File: src/rtl/radix2_divider_pkg.sv
// Shared constants and types for the radix-2 restoring divider.
package div_pkg;

  localparam int XLEN  = 64;
  localparam int CNT_W = $clog2(XLEN);

  typedef enum logic [1:0] {
    IDLE,
    BUSY,
    DONE
  } div_state_t;

  localparam logic [XLEN-1:0] DIV_ZERO_Q = '1;

endpackage

File: src/rtl/radix2_divider_if.sv
// Request/response bundle between the MDU front-end (master) and the divider (slave).
interface radix2_divider_if #(
  parameter int XLEN = div_pkg::XLEN
);

  logic            flush;
  logic            in_valid;
  logic            divw;
  logic            div_signed;
  logic [XLEN-1:0] dividend;
  logic [XLEN-1:0] divisor;
  logic            out_ready;
  logic            out_valid;
  logic [XLEN-1:0] quotient;
  logic [XLEN-1:0] remainder;

  modport master (
    output flush, in_valid, divw, div_signed, dividend, divisor,
    input  out_ready, out_valid, quotient, remainder
  );

  modport slave (
    input  flush, in_valid, divw, div_signed, dividend, divisor,
    output out_ready, out_valid, quotient, remainder
  );

endinterface

File: src/rtl/radix2_div_signfix.sv
// Combinational sign handling: operand extension/abs and special-case detection on
// the way in, negation and 32-bit sign extension of the raw results on the way out.
module radix2_div_signfix #(
  parameter int XLEN = div_pkg::XLEN
) (
  input  logic            divw,
  input  logic            div_signed,
  input  logic [XLEN-1:0] dividend,
  input  logic [XLEN-1:0] divisor,
  output logic [XLEN-1:0] abs_dividend,
  output logic [XLEN-1:0] abs_divisor,
  output logic            neg_q,
  output logic            neg_r,
  output logic            special,
  output logic [XLEN-1:0] special_q,
  output logic [XLEN-1:0] special_r,
  input  logic            res_divw,
  input  logic            res_neg_q,
  input  logic            res_neg_r,
  input  logic [XLEN-1:0] raw_q,
  input  logic [XLEN-1:0] raw_r,
  output logic [XLEN-1:0] fix_q,
  output logic [XLEN-1:0] fix_r
);
  import div_pkg::*;

  logic [XLEN-1:0] a_ext;
  logic [XLEN-1:0] b_ext;
  logic [XLEN-1:0] a_sx32;
  logic [XLEN-1:0] neg_q_val;
  logic [XLEN-1:0] neg_r_val;
  logic            a_neg;
  logic            b_neg;
  logic            div_zero;
  logic            overflow;

  always_comb begin
    if (divw) begin
      a_ext = {{(XLEN-32){div_signed & dividend[31]}}, dividend[31:0]};
      b_ext = {{(XLEN-32){div_signed & divisor[31]}}, divisor[31:0]};
    end else begin
      a_ext = dividend;
      b_ext = divisor;
    end
    a_neg        = div_signed & a_ext[XLEN-1];
    b_neg        = div_signed & b_ext[XLEN-1];
    abs_dividend = a_neg ? -a_ext : a_ext;
    abs_divisor  = b_neg ? -b_ext : b_ext;
    neg_q        = a_neg ^ b_neg;
    neg_r        = a_neg;

    div_zero = divw ? (divisor[31:0] == '0) : (divisor == '0);
    overflow = div_signed &
               (divw ? (dividend[31:0] == 32'h8000_0000 && divisor[31:0] == '1)
                     : (dividend == {1'b1, {(XLEN-1){1'b0}}} && divisor == '1));
    special  = div_zero | overflow;

    // A 32-bit dividend is reported sign-extended even for the unsigned W forms.
    a_sx32 = {{(XLEN-32){dividend[31]}}, dividend[31:0]};
    if (div_zero) begin
      special_q = DIV_ZERO_Q;
      special_r = divw ? a_sx32 : dividend;
    end else begin
      special_q = divw ? a_sx32 : dividend;
      special_r = '0;
    end
  end

  always_comb begin
    neg_q_val = res_neg_q ? -raw_q : raw_q;
    neg_r_val = res_neg_r ? -raw_r : raw_r;
    fix_q     = res_divw ? {{(XLEN-32){neg_q_val[31]}}, neg_q_val[31:0]} : neg_q_val;
    fix_r     = res_divw ? {{(XLEN-32){neg_r_val[31]}}, neg_r_val[31:0]} : neg_r_val;
  end

endmodule

File: src/rtl/radix2_divider.sv
// Multi-cycle restoring divider, one quotient bit per cycle, for RV64M DIV/REM (and W forms).
// Define RADIX2_DIVIDER_FAST_EN to short-circuit divide-by-zero and signed overflow at accept.
module radix2_divider #(
  parameter int XLEN = div_pkg::XLEN
) (
  input  logic            clock,
  input  logic            reset,
  radix2_divider_if.slave div_bus
);
  import div_pkg::*;

  div_state_t        state_reg, state_next;
  logic [CNT_W-1:0]  counter_reg, counter_next;
  logic              last_reg, last_next;
  logic [XLEN-1:0]   rem_reg, rem_next;
  logic [XLEN-1:0]   dvd_reg, dvd_next;
  logic [XLEN-1:0]   dvs_reg, dvs_next;
  logic              neg_q_reg, neg_q_next;
  logic              neg_r_reg, neg_r_next;
  logic              divw_reg, divw_next;
  logic              special_reg, special_next;
  logic [XLEN-1:0]   spec_q_reg, spec_q_next;
  logic [XLEN-1:0]   spec_r_reg, spec_r_next;
  logic [XLEN-1:0]   quotient_reg, quotient_next;
  logic [XLEN-1:0]   remainder_reg, remainder_next;

  logic [XLEN-1:0]   abs_dividend, abs_divisor;
  logic              in_neg_q, in_neg_r, in_special;
  logic [XLEN-1:0]   in_spec_q, in_spec_r;
  logic [XLEN-1:0]   fix_q, fix_r;
  logic [XLEN:0]     rem_shift, trial;
  logic              q_bit, accept;

  radix2_div_signfix #(.XLEN(XLEN)) u_signfix (
    .divw         (div_bus.divw),
    .div_signed   (div_bus.div_signed),
    .dividend     (div_bus.dividend),
    .divisor      (div_bus.divisor),
    .abs_dividend (abs_dividend),
    .abs_divisor  (abs_divisor),
    .neg_q        (in_neg_q),
    .neg_r        (in_neg_r),
    .special      (in_special),
    .special_q    (in_spec_q),
    .special_r    (in_spec_r),
    .res_divw     (divw_reg),
    .res_neg_q    (neg_q_reg),
    .res_neg_r    (neg_r_reg),
    .raw_q        (dvd_reg),
    .raw_r        (rem_reg),
    .fix_q        (fix_q),
    .fix_r        (fix_r)
  );

  assign accept    = div_bus.in_valid & (state_reg == IDLE) & ~div_bus.flush;
  assign rem_shift = {rem_reg, dvd_reg[XLEN-1]};
  assign trial     = rem_shift - {1'b0, dvs_reg};
  assign q_bit     = ~trial[XLEN];

  always_comb begin
    state_next     = state_reg;
    counter_next   = counter_reg;
    last_next      = last_reg;
    rem_next       = rem_reg;
    dvd_next       = dvd_reg;
    dvs_next       = dvs_reg;
    neg_q_next     = neg_q_reg;
    neg_r_next     = neg_r_reg;
    divw_next      = divw_reg;
    special_next   = special_reg;
    spec_q_next    = spec_q_reg;
    spec_r_next    = spec_r_reg;
    quotient_next  = quotient_reg;
    remainder_next = remainder_reg;

    case (state_reg)
      IDLE: begin
        if (accept) begin
          // W operands are parked in the top half so the MSB-first shift sees bit 31 first.
          dvd_next     = div_bus.divw ? {abs_dividend[31:0], {(XLEN-32){1'b0}}} : abs_dividend;
          rem_next     = '0;
          dvs_next     = abs_divisor;
          neg_q_next   = in_neg_q;
          neg_r_next   = in_neg_r;
          divw_next    = div_bus.divw;
          special_next = in_special;
          spec_q_next  = in_spec_q;
          spec_r_next  = in_spec_r;
          counter_next = div_bus.divw ? CNT_W'(31) : CNT_W'(XLEN-1);
          last_next    = 1'b0;
`ifdef RADIX2_DIVIDER_FAST_EN
          if (in_special) begin
            state_next     = DONE;
            quotient_next  = in_spec_q;
            remainder_next = in_spec_r;
          end else begin
            state_next = BUSY;
          end
`else
          state_next = BUSY;
`endif
        end
      end
      BUSY: begin
        if (!last_reg) begin
          rem_next = q_bit ? trial[XLEN-1:0] : rem_shift[XLEN-1:0];
          dvd_next = {dvd_reg[XLEN-2:0], q_bit};
          if (counter_reg == '0) begin
            last_next = 1'b1;
          end else begin
            counter_next = counter_reg - 1'b1;
          end
        end else begin
          // Extra cycle after the last step keeps the sign fix-up off the subtract path.
          state_next     = DONE;
          last_next      = 1'b0;
          quotient_next  = special_reg ? spec_q_reg : fix_q;
          remainder_next = special_reg ? spec_r_reg : fix_r;
        end
      end
      DONE: state_next = IDLE;
      default: state_next = IDLE;
    endcase

    if (div_bus.flush) begin
      state_next     = IDLE;
      quotient_next  = quotient_reg;
      remainder_next = remainder_reg;
    end
  end

  always_ff @(posedge clock) begin
    if (reset) begin
      state_reg     <= IDLE;
      counter_reg   <= '0;
      last_reg      <= 1'b0;
      rem_reg       <= '0;
      dvd_reg       <= '0;
      dvs_reg       <= '0;
      neg_q_reg     <= 1'b0;
      neg_r_reg     <= 1'b0;
      divw_reg      <= 1'b0;
      special_reg   <= 1'b0;
      spec_q_reg    <= '0;
      spec_r_reg    <= '0;
      quotient_reg  <= '0;
      remainder_reg <= '0;
    end else begin
      state_reg     <= state_next;
      counter_reg   <= counter_next;
      last_reg      <= last_next;
      rem_reg       <= rem_next;
      dvd_reg       <= dvd_next;
      dvs_reg       <= dvs_next;
      neg_q_reg     <= neg_q_next;
      neg_r_reg     <= neg_r_next;
      divw_reg      <= divw_next;
      special_reg   <= special_next;
      spec_q_reg    <= spec_q_next;
      spec_r_reg    <= spec_r_next;
      quotient_reg  <= quotient_next;
      remainder_reg <= remainder_next;
    end
  end

  assign div_bus.out_ready = (state_reg == IDLE);
  assign div_bus.out_valid = (state_reg == DONE);
  assign div_bus.quotient  = quotient_reg;
  assign div_bus.remainder = remainder_reg;

endmodule

File: src/flat_wrapper.sv
// flat-port wrapper written by rule: the top's interface ports become plain ports
module radix2_divider_flat import div_pkg::*;
#(
  parameter int XLEN = div_pkg::XLEN
)
  (clock, reset, div_bus_flush, div_bus_in_valid, div_bus_divw, div_bus_div_signed, div_bus_dividend, div_bus_divisor, div_bus_out_ready, div_bus_out_valid, div_bus_quotient, div_bus_remainder);
  radix2_divider_if #(.XLEN(XLEN)) div_bus_i ();
  input  logic clock;
  input  logic reset;
  input wire logic [$bits(div_bus_i.flush)-1:0] div_bus_flush;
  input wire logic [$bits(div_bus_i.in_valid)-1:0] div_bus_in_valid;
  input wire logic [$bits(div_bus_i.divw)-1:0] div_bus_divw;
  input wire logic [$bits(div_bus_i.div_signed)-1:0] div_bus_div_signed;
  input wire logic [$bits(div_bus_i.dividend)-1:0] div_bus_dividend;
  input wire logic [$bits(div_bus_i.divisor)-1:0] div_bus_divisor;
  output wire logic [$bits(div_bus_i.out_ready)-1:0] div_bus_out_ready;
  output wire logic [$bits(div_bus_i.out_valid)-1:0] div_bus_out_valid;
  output wire logic [$bits(div_bus_i.quotient)-1:0] div_bus_quotient;
  output wire logic [$bits(div_bus_i.remainder)-1:0] div_bus_remainder;
  assign div_bus_i.flush = div_bus_flush;
  assign div_bus_i.in_valid = div_bus_in_valid;
  assign div_bus_i.divw = div_bus_divw;
  assign div_bus_i.div_signed = div_bus_div_signed;
  assign div_bus_i.dividend = div_bus_dividend;
  assign div_bus_i.divisor = div_bus_divisor;
  assign div_bus_out_ready = div_bus_i.out_ready;
  assign div_bus_out_valid = div_bus_i.out_valid;
  assign div_bus_quotient = div_bus_i.quotient;
  assign div_bus_remainder = div_bus_i.remainder;
  radix2_divider #(.XLEN(XLEN)) u_core (.clock(clock), .reset(reset), .div_bus(div_bus_i));
endmodule
File: config.mk
export PLATFORM = sky130hd
export DESIGN_NAME = radix2_divider_flat
export DESIGN_NICKNAME = d
export VERILOG_FILES = /design/src/rtl/radix2_divider_pkg.sv /design/src/rtl/radix2_divider_if.sv /design/src/rtl/radix2_div_signfix.sv /design/src/rtl/radix2_divider.sv /design/src/flat_wrapper.sv
export SDC_FILE = /design/constraint.sdc
export NUM_CORES = 2
export LEC_CHECK = 0
export BUFFER_PORTS_ARGS = -buffer_cell sky130_fd_sc_hd__buf_2
export CORE_UTILIZATION = 45
export CTS_BUF_LIST = sky130_fd_sc_hd__clkbuf_4
export DETAILED_ROUTE_END_ITERATION = 8
export PLACE_DENSITY = 0.66
export SYNTH_ARGS = -nofsm -noshare
export SYNTH_HDL_FRONTEND = slang
export SYNTH_SLANG_ARGS = --single-unit
File: constraint.sdc
create_clock -name clock -period 3.52 [get_ports clock]
set_input_delay 0.176 -clock clock [delete_from_list [all_inputs] [get_ports clock]]
set_output_delay 0.176 -clock clock [all_outputs]
set_load 0.05 [all_outputs]
After elaboration in Yosys (flattened, before gate mapping). Index checks and enable logic that the tools add are counted.

Register bits: 461. Latch bits: 0. Bits in writable memories: 0. Memory bits (read-only): 0. Word-level logic and storage cells: 90. Memories: 0.

Add/subtract/negate cells: 6. Multiply operators: 0. Div/mod/pow operators: 0. Order comparisons: 0. Equality and inequality tests: 10. Shifts and indexed selects: 0. Muxes and demuxes: 35. Bitwise logic cells: 11. Reduce and logical (&&, ||, !) cells: 14.

Operators by type and width (number): $mux 64 (19); $neg 64->64 (4); $pmux 64 s2 (2); $eq 64x64->1 const B (2); $sub 65x64->65 (1); $eq 32x32->1 const B (2); $logic_not 64->1 (1); $logic_not 32->1 (1); $mux 6 (4); $pmux 6 s2 (1); $and 1x1->1 (7); $logic_not 6->1 (1); $reduce_and 2->1 (3); $reduce_and 3->1 (2); $sub 6x1->6 const B (1); $mux 1 (5); $mux 2 (2); $ne 2x1->1 const B (2); $ne 2x2->1 const B (2); $pmux 2 s2 (1); $reduce_and 4->1 (1); $eq 2x1->1 const B (1); $eq 2x2->1 const B (1); $logic_and 1x1->1 (2); 7 further kinds (8).

Logic depth before layout (Yosys ltp).
Word-level depth: 7. Depth in mapped cells: 16.

By module. A second synthesis with hierarchy kept.

Cell total of the unflattened synthesis: 4113. Area total of the unflattened synthesis: 30425.4 sq um.

By module, submodules not included: radix2_divider (times used 1, cells an instance 2718, area an instance 22002.4 sq um, sequential area each 9228.9 sq um); radix2_div_signfix (times used 1, cells an instance 1395, area an instance 8423.1 sq um, sequential area each 0.0 sq um).

Worst setup path after synthesis. No wires, ideal clock.

Kind: reg-to-reg. Start: register u_core.dvd_reg[63]. End: register u_core.rem_reg[30]. Setup time: 128 ps. Arrival: 3193 ps. Slack: 199 ps. Cell stages (with the launch flop): 17. Path buffers: 2. Clock period less this slack: 3321 ps. Cell sequence: dfxtp_1 -> inv_1 -> ha_1 -> fa_1 -> nand2b_1 -> a21oi_1 -> o2111ai_1 -> o211ai_1 -> a211oi_1 -> nor2_1 -> o21ai_1 -> o311ai_2 -> buf_2 -> buf_2 -> nor2_1 -> a21oi_1 -> o21ai_0.

Cells in the longest elaborated chain, start to end: 4.

RTL lines: from (decl) (RTL line radix2_divider.sv:16) `logic [XLEN-1:0] dvd_reg, dvd_next;`; from (signal assigned) (RTL line radix2_divider.sv:153) `dvd_reg <= dvd_next;`; $sub 65x64->65 (RTL line radix2_divider.sv:57) `assign trial = rem_shift - {1'b0, dvs_reg};`; $mux 64 (RTL line radix2_divider.sv:106) `rem_next = q_bit ? trial[XLEN-1:0] : rem_shift[XLEN-1:0];`; $mux 64 (RTL line radix2_divider.sv:105) `if (!last_reg) begin`; $pmux 64 s2 (RTL line radix2_divider.sv:76) `case (state_reg)`; to (signal assigned) (RTL line radix2_divider.sv:152) `rem_reg <= rem_next;`; to (decl) (RTL line radix2_divider.sv:15) `logic [XLEN-1:0] rem_reg, rem_next;`.

No other way between the ends. The select of a mux whose other input is x is not followed. A chain may end at the register's enable or synchronous reset.

Worst setup path after layout.
Start: register u_core.dvd_reg[10]. End: register u_core.quotient_reg[60] (netlist: u_core.div_bus.quotient[60]).

Cells in the longest elaborated chain, start to end: 4.

RTL lines: $neg 64->64 (RTL line radix2_div_signfix.sv:70) `neg_q_val = res_neg_q ? -raw_q : raw_q;`; $mux 64 (RTL line radix2_div_signfix.sv:70); $mux 64 (RTL line radix2_div_signfix.sv:72) `fix_q = res_divw ? {{(XLEN-32){neg_q_val[31]}}, neg_q_val[31:0]} : neg_q_val;`; $mux 64 (RTL line radix2_divider.sv:117) `quotient_next = special_reg ? spec_q_reg : fix_q;`; to (signal assigned) (RTL line radix2_divider.sv:161) `quotient_reg <= quotient_next;`; to (decl) (RTL line radix2_divider.sv:24) `logic [XLEN-1:0] quotient_reg, quotient_next;`.

No other way between the ends.

==> metrics.md <==
| Metric | Value |
|---|---|
| Syn Area/Cell | ~7.3 um^2 |
| Initial antenna violation count | 2 |
| Die height | 253.9 um |
| Unrepaired setup endpoints after global routing | true |
| Critical path endpoint category | flip-flop |
| Commonest non-fill, non-tap cell in the layout | nand2_1 |
| GRT Total Usage | around a third |
| Ys Warns | 0 |
| HP Start | reset |
| Relative slew slack | 24.02% |
| CP Data Required Time | 4.45 ns |
| Total power | 19.21 mW |
| Post-DP HPWL | between 70000 and 80000 um |
| Max cap viols | 0 |
| Asr flop ratio synth | 0% |
| Via density | 5.898 |
| Mapped cell area | between 0.02 and 0.03 mm^2 |
| Drt wl/cell | 20.63 um |
| Final hold slack | 0.09483 ns |
| CTS max path bufs | 3 |
| Fin util | 58.03% |
| Clock root buffer | clkbuf_4 |
| Clock insertion delay at the later pin of the skew report | 1.01 ns |
| Top Metal Used | met4 |
| Worst Path Arrival | 4.38 ns |
| Vias in the first global route | 29.53k |
| Crit Path Class | reg -> reg |
| Post-Syn Instances | 3919 |
| Worst-Margin Slew | 1.129 ns |
| Max Clk Rate | a little under 0.3 GHz |
| First-pass GRT wire length | 170300 um |
| Via count | 31.98k |
| Post-route ant nets | 0 |
| Met2 WL | 51510 um |
| Num CTS Buffers | 134 |
| Starting Density | between 40% and 50% |
| DR pass1 iterations | 8 |
| VDD IR-drop max | 0.0004224 V |
| Die Wd | 253.9 um |
| P_leak | 14.63 nW |
| Layout cells sized above 1 | 17.89% |
| Synth cell types | 83 |
| Hold WC Path Type | in -> reg |
| H-tree Lvls | 4 |
| IO buf count | 263 |
| Most frequent cells in the layout | 570 x nand2_1, 452 x dfxtp_1, 448 x a21oi_1, 395 x o21ai_0, 285 x nor2_1 |
| Reg2reg start | u_core.dvd_reg[10] |
| Met3 wire length | roughly 9400 um |
| Iteration-0 DRC Markers | 3182 |
| Crit path from | u_core.dvd_reg[10] |
| Core area | 0.06217 mm^2 |
| Largest area contributor in the synthesized netlist | dfxtp_1 |
| Metal1 wirelength | 46890 um |
| Total grt overflow | 0 |
| Final Max Slew Viols | 0 |
| Final Setup Violations | 0 |
| # clock sinks | between 400 and 500 |
| Number of synthesized flops with an enable pin | 0 |
| Final net count | 4700 |
| Fin crit period | 3.441 ns |
| Register area share after synthesis | between 30% and 40% |
| Die footprint | 0.06447 mm^2 |
| Synthesis-to-finish area growth | 26.34% |
| Outcome | completed |
| Post-Route WL | 111900 um |
| Primary FF master, synth | dfxtp_1 |
| Top cell type's share of synthesized area | 32.32% |
| Synthesized flop and latch total | 461 |
| CP startpoint kind | flip-flop |
| IO Count | roughly 260 |
| Final hold viol count | 0 |
| FP Rows | 91 |
| Area contributors post-synth | dfxtp_1 32%, a21oi_1 7.9%, nand2_1 7.5% |
| Fin crit share | 97.75% |
| Largest net degree at the start of global routing | 196 |
| Setup Skew | 0.06463 ns |
| Worst-path clk slew | 0.06 ns |
| Placer Congestion | 1.009 |
| # DRC | 0 |
| CTS tree | done |
| Pwr dens | roughly 530 mW/mm^2 |
| Crit path max fanout | 4 |
| Mapped Nets | 4124 |
## where the power goes
| part | leakage, nW | internal [mW] | switching (mW) |
|---|---|---|---|
| Sequential | 3.75 | 5.45 | 0.276 |
| Clock | 0.990 | 2.74 | 2.44 |
| Combinational | 9.89 | 3.66 | 4.65 |
## synth_stat cells, types with 19 or more instances
cell and count:
a21o_1 31, a22oi_1 22, a31oi_1 64, o31ai_1 56
dfxtp_1 461, nand2_1 571, inv_1 120, o21ai_0 404
a22o_1 31, xor2_1 160, xnor2_1 136, o211ai_1 74
nor2_1 293, nand4_1 48, o41ai_1 29, nor4_1 35
nor3_1 72, or4_1 29, clkbuf_1 265, a21oi_1 453
ha_1 70, a211oi_1 66, nand3_1 94, or3_1 35
buf_1 19, nand2b_1 40
## final timing paths
kind                                 end  slack, ns  depth (start not counted)
max          u_core.div_bus.quotient[60]       0.08                         11
min           u_core.div_bus.quotient[3]       0.09                          3
max reg2reg  u_core.div_bus.quotient[60]       0.08                         11
min reg2reg  u_core.div_bus.quotient[47]       0.45                          2
## logic make-up (layout without fill, tap and decap cells)
group,Yosys count,count (layout),share of synthesized area (%)
AO/OA/AOI/OAI,1362,1362,28.77
AND/OR/NAND/NOR,1301,1301,20.77
flip-flops,461,461,32.32
buffers and inverters,418,1082,5.565
XOR/XNOR,296,296,9.079
adder cells (fa/ha/maj),71,71,3.137
multiplexers,10,10,0.3549
other,0,3,0
## timing repair
action | 4_1_cts | 5_1_grt
hold buffers | 210 | 0
buffers inserted | 2 | 4
setup endpoints to repair | 69 | 102
gates resized for setup | 6 | 56
gates cloned | 0 | 3
pin swaps | 2 | 13
hold endpoints to repair | 460 | 0
## worst max-delay path, stage by stage (launching register included)
cell and delay [ns]:
dfxtp_1 0.31, or4_4 0.57, nor4_4 0.23, and4b_2 0.37, nand3_4 0.11, or2_4 0.26
or4_4 0.47, o41ai_4 0.36, xnor2_1 0.16, o21ai_1 0.09, o211ai_1 0.24, o211a_1 0.18
## metrics by stage
stage               worst slack (ns)  TNS (ns)  area, um^2  std cells
global placement             -0.1936    -7.805       31880       4977
detailed placement           -0.2995    -15.50       31880       4977
CTS                        0.0001599         0       35690       5413
global route                -0.04785   -0.1371       36070       5422
finish                       0.07908         0       36080       5423
floorplan                     0.1988         0       28550       3919
## layer usage
metal / vias to the layer above / global-route usage [%]
met5: - / 0
met3: 247 / 6.125
li1: 15270 / -
met2: 1475 / 53.79
met1: 14990 / 44.82
met4: 0 / 14.72
## final cells by class
cell class / instances / area, um^2
Fill cell: 6023 / 26090
Multi-Input combinational cell: 3040 / 18030
Sequential cell: 461 / 9243
Timing Repair Buffer: 736 / 5624
Clock buffer: 188 / 1411
Tap cell: 837 / 1047
Inverter: 122 / 457.9
Clock inverter: 36 / 250.2
Antenna cell: 3 / 7.507
Note: power is estimated with default switching activity, not from simulation.
